## src/rtl/mux_arb_pkg.sv

```systemverilog
// Shared types and helpers for the registered channel selector / round-robin arbiter.
package mux_arb_pkg;

  typedef enum logic [1:0] {
    ST_IDLE   = 2'd0,
    ST_ACTIVE = 2'd1,
    ST_LOCKED = 2'd2
  } state_e;

  localparam logic MODE_DIRECT = 1'b0;
  localparam logic MODE_RR     = 1'b1;

  function automatic int clog2(input int v);
    int r;
    r = 0;
    while ((1 << r) < v) r++;
    return r;
  endfunction

  // Modulo-channels increment used to walk the rotating search order.
  function automatic int unsigned next_idx(input int unsigned ptr, input int unsigned channels);
    return (ptr + 1 >= channels) ? 0 : ptr + 1;
  endfunction

endpackage

```

## src/rtl/mux_arb_sel_rr_pick.sv

```systemverilog
// Combinational rotating priority encoder: first requester after rr_ptr, wrapping.
module rr_pick
  import mux_arb_pkg::*;
#(
  parameter int CHANNELS = 8,
  parameter int IDX_W    = 8
) (
  input  logic [CHANNELS-1:0] req,
  input  logic [IDX_W-1:0]    rr_ptr,
  output logic                found,
  output logic [IDX_W-1:0]    idx
);

  localparam int EXT = 1 << IDX_W;

  logic [EXT-1:0]   req_ext;
  logic [IDX_W-1:0] cand;

  assign req_ext = EXT'(req);

  always_comb begin
    found = 1'b0;
    idx   = '0;
    cand  = rr_ptr;
    for (int i = 0; i < CHANNELS; i++) begin
      cand = IDX_W'(next_idx(32'(cand), CHANNELS));
      if (!found && req_ext[cand]) begin
        found = 1'b1;
        idx   = cand;
      end
    end
  end

endmodule

```

## src/rtl/mux_arb_sel.sv

```systemverilog
// Registered N-channel word selector: direct index select or round-robin arbitration
// with grant lock. Output is zero whenever nothing is granted so instances can be OR-ed.
module mux_arb_sel
  import mux_arb_pkg::*;
#(
  parameter int WIDTH    = 8,
  parameter int CHANNELS = 8,
  parameter int IDX_W    = 8
) (
  input  logic                      clk,
  input  logic                      rst,
  input  logic [CHANNELS*WIDTH-1:0] data_in,
  input  logic [CHANNELS-1:0]       req,
  input  logic                      mode,
  input  logic [IDX_W-1:0]          sel,
  // "disable" is a reserved word, so the grant-suppress input is named dis.
  input  logic                      dis,
  input  logic                      lock,
  output logic [WIDTH-1:0]          out,
  output logic                      out_valid,
  output logic [CHANNELS-1:0]       grant,
  output logic [IDX_W-1:0]          grant_idx,
  output logic [1:0]                state_dbg,
  output logic [IDX_W-1:0]          rr_ptr_dbg
);

  state_e              state_q, state_d;
  logic [IDX_W-1:0]    rr_ptr_q, rr_ptr_d;
  logic [WIDTH-1:0]    out_q, out_d;
  logic                out_valid_q, out_valid_d;
  logic [CHANNELS-1:0] grant_q, grant_d;
  logic [IDX_W-1:0]    grant_idx_q, grant_idx_d;

  logic                pick_found;
  logic [IDX_W-1:0]    pick_idx;
  logic                holder_req;
  logic                gnt_v;
  logic [IDX_W-1:0]    gnt_idx;

  rr_pick #(
    .CHANNELS (CHANNELS),
    .IDX_W    (IDX_W)
  ) u_pick (
    .req    (req),
    .rr_ptr (rr_ptr_q),
    .found  (pick_found),
    .idx    (pick_idx)
  );

  // In LOCKED the registered one-hot grant identifies the holder.
  assign holder_req = |(req & grant_q);

  always_comb begin
    state_d  = state_q;
    rr_ptr_d = rr_ptr_q;
    gnt_v    = 1'b0;
    gnt_idx  = '0;

    if (dis) begin
      state_d = ST_IDLE;
    end else if (mode == MODE_DIRECT) begin
      if (32'(sel) < 32'(CHANNELS)) begin
        gnt_v   = 1'b1;
        gnt_idx = sel;
        state_d = ST_ACTIVE;
      end else begin
        state_d = ST_IDLE;
      end
    end else begin
      if (state_q == ST_LOCKED && holder_req && lock) begin
        gnt_v   = 1'b1;
        gnt_idx = grant_idx_q;
        state_d = ST_LOCKED;
      end else if (pick_found) begin
        gnt_v    = 1'b1;
        gnt_idx  = pick_idx;
        rr_ptr_d = pick_idx;
        state_d  = lock ? ST_LOCKED : ST_ACTIVE;
      end else begin
        state_d = ST_IDLE;
      end
    end

    out_valid_d = gnt_v;
    grant_idx_d = gnt_v ? gnt_idx : '0;
    out_d       = '0;
    grant_d     = '0;
    for (int c = 0; c < CHANNELS; c++) begin
      if (gnt_v && gnt_idx == IDX_W'(c)) begin
        out_d      = data_in[c*WIDTH +: WIDTH];
        grant_d[c] = 1'b1;
      end
    end
  end

  always_ff @(posedge clk) begin
    if (rst) begin
      state_q     <= ST_IDLE;
      rr_ptr_q    <= IDX_W'(CHANNELS - 1);
      out_q       <= '0;
      out_valid_q <= 1'b0;
      grant_q     <= '0;
      grant_idx_q <= '0;
    end else begin
      state_q     <= state_d;
      rr_ptr_q    <= rr_ptr_d;
      out_q       <= out_d;
      out_valid_q <= out_valid_d;
      grant_q     <= grant_d;
      grant_idx_q <= grant_idx_d;
    end
  end

  assign out        = out_q;
  assign out_valid  = out_valid_q;
  assign grant      = grant_q;
  assign grant_idx  = grant_idx_q;
  assign state_dbg  = state_q;
  assign rr_ptr_dbg = rr_ptr_q;

endmodule

```

## config.mk

```make
export PLATFORM = sky130hd
export DESIGN_NAME = mux_arb_sel
export DESIGN_NICKNAME = d
export VERILOG_FILES = /design/src/rtl/mux_arb_pkg.sv /design/src/rtl/mux_arb_sel_rr_pick.sv /design/src/rtl/mux_arb_sel.sv
export SDC_FILE = /design/constraint.sdc
export NUM_CORES = 1
export LEC_CHECK = 0
export BUFFER_PORTS_ARGS = -buffer_cell sky130_fd_sc_hd__clkbuf_2
export CAP_MARGIN = 20
export CORE_MARGIN = 2
export CORE_UTILIZATION = 55
export DETAILED_ROUTE_END_ITERATION = 10
export PLACE_DENSITY = 0.9
export SLEW_MARGIN = 0
export SYNTH_ARGS = -nofsm -noshare
export SYNTH_HDL_FRONTEND = slang
export SYNTH_SLANG_ARGS = --single-unit
export TNS_END_PERCENT = 5
```

## constraint.sdc

```tcl
create_clock -name clk -period 18.7 [get_ports clk]
set_input_delay 2.805 -clock clk [delete_from_list [all_inputs] [get_ports clk]]
set_output_delay 2.805 -clock clk [all_outputs]
set_load 0.1 [all_outputs]
```

==> impl_metrics.toml, run 1 <==
[status]
status = "finished clean"

[synthesis]
synth-seq-area-share = 0.205
synth_area_um2 = 3410
yosysWarningCount = 0
synthXorXnorAreaFrac = 0.00257
synth_top_family_by_area = "simple AND/OR/NAND/NOR gates"
synth_seq_cells = 35
synth_compound_area_frac = 0.297
async_flop_share = 0
ys_types = 72
syn_inst = 452
synth_edf_count = 0
postSynthAreaPerCell_um2 = 7.55
syn-num-nets = 546
synth.area.mux_share = 0.0745
dominantRegCellSynth = "dfxtp_1"
synth_fa_ha_area_frac = 0.0330
synth_simple_gate_area_share = 0.332

[floorplan]
std_cell_rows = 28
coreArea_um2 = 5960
start_util = 0.573
die_x_um = 82.8
dieArea_um2 = 6850
die_y_um = 82.8
ioPinCount = 120

[cells_and_area]
final_nets = 654
area_growth_syn_to_layout_pct = 20.8
antenna_cells = 0
drive_gt1_frac = 0.275
final_cells = 636

[pwr]
power_leakage_nw = 1.93
power_density_nw_per_um2 = 193
vdd_drop_max_uv = 137

[critical_path]
slowest_stage = "a211oi_1"
endpoint_kind = "register"
worst-path-max-fanout = 15
crit_path_frequent_cell = "ha_1"
criticalPathCategory = "register to register"
crit_required_ns = 18.89
startpoint_type = "register"
cp_slowest_stage_delay_ns = 0.72
crit_arrival_ns = 8.64

[grt]
grt_antenna_before_repair = 0
grt_pass1_vias = 3784
grt_max_degree = 20
grt_use_total = 0.344
grt_remaining_overflow = 0
grt_pass1_wl_um = 18100

[sta]
slew_headroom = 0.481
setup_violations = 0
finalCriticalPeriod_ns = 8.45
fin_skew_ns = 0.00866
worst_slew_pin_slew_ns = 0.778
finalMaxSlewViolations = 0
finalSetupTns_ns = 0
finalHoldViolCount = 0
post-route-period-util = 0.452
grt_setup_unrepaired = "no"
fmax_ghz = 0.118

[route]
drc_errors = 0
wirelength_um = 11700
drtIter0Drc = 428
viasPerCell = 6.58
wire_per_inst_um = 18.4
first_pass_iters = 5
ant_nets = 0
vias = 4188

[cts]
cts_tree = "built"
cts_made_buffers = 5
htreeDepth = 2
cts.sinks = 35
ctsHoldBuffers = 0
cts_resized = 0
cts_root_buf = "clkbuf_8"
post_cts_buffers = 0
cts_buffer_depth = 2
clkSlewWorstSetupHoldPaths_ns = 0.08
clock_latency_ns = 0.29

[placed_design]
hpwlAfterDp_um = 9160
gp_congestion = 0.988
placedCellCount = 627
port_buffers = 119

[worst_hold_path]
min_path_type = "register to register"

[flow_run]
max_cap_viol_count = 0
registers in the layout (all words and copies together) (netlist names):
register    cells
rr_ptr_dbg      8
state_dbg       2
out_valid       1
out             8
grant           8
grant_idx       8
through the flow:
stage	instance area [um2]	utilization	power (mW)	setup WS [ns]	hold slack [ns]
4_1_cts	4110	0.691	0.781	10.40	0.498
3_3_place_gp	4000	0.672	0.700	10.73	0.484
2_1_floorplan	3410	-	0.595	10.76	0.975
5_1_grt	4120	0.692	0.852	9.67	0.516
3_5_place_dp	4000	0.672	0.707	10.46	0.488
6_report	4120	0.692	0.797	10.25	0.496
final timing paths:
check | slack [ns] | from | cells after the start | end
setup / recovery | 10.25 | rr_ptr_dbg[0] | 30 | out[1]
hold / removal | 0.50 | grant_idx[6] | 1 | grant_idx[6]
setup reg to reg | 10.25 | rr_ptr_dbg[0] | 30 | out[1]
hold reg to reg | 0.50 | grant_idx[6] | 1 | grant_idx[6]
critical path: cells and delay by family, from the launching register on:
kind | cells | cell delay, ns
multiplexers | 2 | 0.29
AO/OA/AOI/OAI | 13 | 3.94
AND/OR/NAND/NOR | 7 | 1.46
adder cells (fa/ha/maj) | 6 | 1.93
buffers and inverters | 2 | 0.14
flip-flops | 1 | 0.56
report_power, final:
part	internal (mW)	switching (mW)
Clock	0.0397	0.0295
Combinational	0.222	0.417
Sequential	0.0824	0.00606
kinds of logic after synthesis:
| logic type | after synthesis |
|---|---|
| compound gates | 137 |
| xor+xnor | 1 |
| fa+ha+maj | 9 |
| buf+inv | 42 |
| flops | 35 |
| mux | 24 |
| simple gates | 204 |
synth_stat cells (3+ instances only):
| library cell | n | area, um2 |
|---|---|---|
| a211o_1 | 5 | 43.8 |
| a211oi_1 | 6 | 45.0 |
| a21o_1 | 6 | 45.0 |
| a21oi_1 | 29 | 145 |
| a221o_1 | 7 | 70.1 |
| a22oi_1 | 6 | 45.0 |
| a31oi_1 | 8 | 50.1 |
| and2_1 | 14 | 87.6 |
| and3_1 | 11 | 68.8 |
| buf_6 | 3 | 33.8 |
| clkbuf_1 | 13 | 48.8 |
| dfxtp_1 | 35 | 701 |
| ha_1 | 9 | 113 |
| inv_1 | 21 | 78.8 |
| mux2i_1 | 21 | 210 |
| nand2_1 | 43 | 161 |
| nand2b_1 | 4 | 25.0 |
| nand3_1 | 20 | 100 |
| nand3b_1 | 3 | 22.5 |
| nor2_1 | 32 | 120 |
| nor2b_1 | 7 | 43.8 |
| nor3_1 | 22 | 110 |
| nor4_1 | 11 | 68.8 |
| nor4b_1 | 6 | 52.6 |
| o2111ai_1 | 5 | 43.8 |
| o211ai_1 | 5 | 37.5 |
| o21a_1 | 5 | 37.5 |
| o21ai_0 | 21 | 105 |
| o21ai_1 | 4 | 20.0 |
| o31a_1 | 3 | 26.3 |
| or4_1 | 9 | 67.6 |
cell usage in the layout, fill, tap and decap left out, types with 6 or more instances in the layout:
master,count
nor2_1,32
a22oi_1,6
a221o_1,7
and3_1,11
dfxtp_1,35
a21o_1,6
a31oi_1,8
nor2b_1,7
nand3_1,20
nand2_1,43
mux2i_1,21
or4_1,9
nor4b_1,6
and2_1,14
ha_1,9
a21oi_1,29
inv_1,21
o21ai_0,21
nor3_1,22
clkbuf_2,119
a211oi_1,6
nor4_1,11
metal layers:
metal,share of wire,global-route usage,up-vias
met3,0.090,0.0380,41
met1,0.38,0.417,1919
li1,-,-,1936
met5,0,0,-
met4,0.039,0.164,0
met2,0.49,0.602,292
area by class of cell:
type	instances	area, um2
inverters	22	82.6
multi-input cells	375	2520
well taps	75	93.8
fillers	524	1840
clock buffers	5	68.8
clock inverters	3	43.8
repair buffers	121	611
flip-flops and latches	35	701
(Power assumes the default switching activity.)
==> run 2, diff against run 1 <==
ABC_AREA = 1   (was not set)
CORE_UTILIZATION = 51   (was 55)
PLACE_DENSITY = 0.85   (was 0.9)
clock period = 8.2 ns   (was 18.7 ns; I/O delays follow)
==> run 2 against run 1 <==
  * Non-clock buffer count shrank 2
  * Highest routed layer unchanged
  * Cell area shrank 1.2%
  * Largest power group unchanged
  * Flip-flop and latch count is the same
  * Setup slack lost 9.0 ns
  * Synthesized area shrank 2.4%
==> impl_metrics.toml, run 2 <==
[sta]
grt_setup_unrepaired = "no"
slew_headroom = 0.576
worst_slew_pin_slew_ns = 0.635
setup_violations = 0
finalMaxSlewViolations = 0
fin_ws_ns = 1.23
finalHoldViolCount = 0
finalSetupTns_ns = 0
fin_skew_ns = 0.0109
fmax_ghz = 0.143
finalCriticalPeriod_ns = 6.97
post-route-period-util = 0.851

[cts]
ctsHoldBuffers = 0
clkSlewWorstSetupHoldPaths_ns = 0.08
cts_tree = "built"
clock_latency_ns = 0.29
cts_resized = 0
cts_made_buffers = 5
cts_buffer_depth = 2
post_cts_buffers = 0
htreeDepth = 2
cts_root_buf = "clkbuf_8"
cts.sinks = 35

[route]
drtIter0Drc = 232
vias = 4057
ant_nets = 0
viasPerCell = 5.42
wirelength_um = 9840
first_pass_iters = 5
wire_per_inst_um = 13.2
drc_errors = 0

[pwr]
p_int_uw = 614
power.share.sequential = 0.130
power_mw = 1.47
switching_share = 0.582
power_density_nw_per_um2 = 361
combPwrFrac = 0.764
power_leakage_nw = 2.29
switchingPower_uw = 855
clkPwrFrac = 0.106
vdd_drop_max_uv = 310

[grt]
grt_remaining_overflow = 0
grt_max_degree = 29
grt_pass1_vias = 3907
grt_pass1_wl_um = 16200
grt_use_total = 0.273
grt_antenna_before_repair = 0

[floorplan]
ioPinCount = 120
die_y_um = 84.8
start_util = 0.524
dieArea_um2 = 7190
die_x_um = 84.8
std_cell_rows = 29
coreArea_um2 = 6350

[flow_run]
max_cap_viol_count = 0

[synthesis]
synth-seq-area-share = 0.210
synth_area_leader_cell = "dfxtp_1"
postSynthAreaPerCell_um2 = 6.03
synthTopCellsByCount = "160 x nand2_1, 80 x nand3_1, 65 x inv_1"
dominantRegCellSynth = "dfxtp_1"
synth_most_common_cell = "nand2_1"
ys_top_cells_by_area = "dfxtp_1 21%, nand2_1 18%, nand3_1 12%"
synthXorXnorAreaFrac = 0
synth_seq_cells = 35
syn_inst = 552
synth_top_family_by_area = "simple AND/OR/NAND/NOR gates"
synth_fa_ha_area_frac = 0.0338
synth_simple_gate_area_share = 0.562
synth_edf_count = 0
syn-num-nets = 646
async_flop_share = 0
synth_top_area_share = 0.210
yosysWarningCount = 0
synth_compound_area_frac = 0.0876
synth.area.mux_share = 0
synth_area_um2 = 3330
ys_types = 38

[placed_design]
gp_congestion = 0.962
port_buffers = 119
dp_slack_ns = 1.32
hpwlAfterDp_um = 8100
placedCellCount = 740

[critical_path]
crit_arrival_ns = 7.21
cp_slowest_stage_delay_ns = 0.55
crit_required_ns = 8.44
endpoint_kind = "register"
criticalPathCategory = "register to register"
slowest_stage = "a21oi_4"
worst-path-max-fanout = 28
crit_path_frequent_cell = "nand2_1"
startpoint_type = "register"

[cells_and_area]
mostFrequentLayoutCell = "nand2_1"
fillers = 591
final_cells = 748
final_nets = 764
area_growth_syn_to_layout_pct = 22.2
most-common-layout-cells = "160 x nand2_1, 119 x clkbuf_2, 80 x nand3_1"
antenna_cells = 0
drive_gt1_frac = 0.295

[status]
status = "finished clean"

[worst_hold_path]
min_path_type = "register to register"
## run 2: cell types whose count changed after synthesis, sizes merged, moves of 10 or more
cell,previous run,this run
and3,13,0
a21oi,31,16
mux2i,22,0
inv,22,75
nand4,2,13
clkbuf,13,3
nor3,23,6
nand3,20,93
nor4,12,1
nand2,44,187
nor2,33,71
and2,15,1
## run 2: stage by stage
step	hold slack, ns	cell area [um2]	util
after floorplan	0.946	3330	-
after global placement	0.484	3960	0.623
after detailed placement	0.484	3960	0.623
after CTS	0.512	4070	0.641
after global routing	0.526	4070	0.641
final	0.506	4070	0.641
## run 2: layout make-up
class	instances	area, um2	share of cell area
clock inverters	3	43.8	0.0108
multi-input cells	433	2270	0.559
repair buffers	119	596	0.146
flip-flops and latches	35	701	0.172
well taps	77	96.3	0.0237
inverters	76	290	0.0713
clock buffers	5	68.8	0.0169
## run 2: power groups by stage
stage | clock (mW) | combinational (mW) | sequential (mW)
after floorplan | 0 | 0.829 | 0.284
after CTS | 0.158 | 1.11 | 0.191
final | 0.156 | 1.12 | 0.191
after global routing | 0.165 | 1.26 | 0.193
after global placement | 0 | 1.07 | 0.195
after detailed placement | 0 | 1.11 | 0.195
## run 2: path summary, 6_finish.rpt
kind	startpoint	endpoint	slack [ns]	cells past startpoint
worst max-delay path	rr_ptr_dbg[1]	out[4]	1.23	41
worst min-delay path	grant_idx[5]	grant_idx[5]	0.51	2
worst max register to register	rr_ptr_dbg[1]	out[4]	1.23	41
worst min register to register	grant_idx[5]	grant_idx[5]	0.51	2
## run 2: worst max-delay path: cells and delay by family (launching register included)
| family | cells | cell delay (ns) |
|---|---|---|
| fa+ha+maj | 8 | 2.41 |
| flops | 1 | 0.42 |
| simple gates | 24 | 2.91 |
| buf+inv | 7 | 0.50 |
| compound gates | 2 | 0.68 |
## run 2: routing by layer
metal	routed length, um	track usage	vias up
met5	0	0	-
met4	377	0.139	0
met3	634	0.0354	35
met2	5140	0.518	180
met1	3690	0.291	1823
li1	-	-	2019
## run 2: cells by family after synthesis
logic type / after synthesis
adder cells (fa/ha/maj): 9
AND/OR/NAND/NOR: 379
flip-flops: 35
buffers and inverters: 84
AO/OA/AOI/OAI: 45
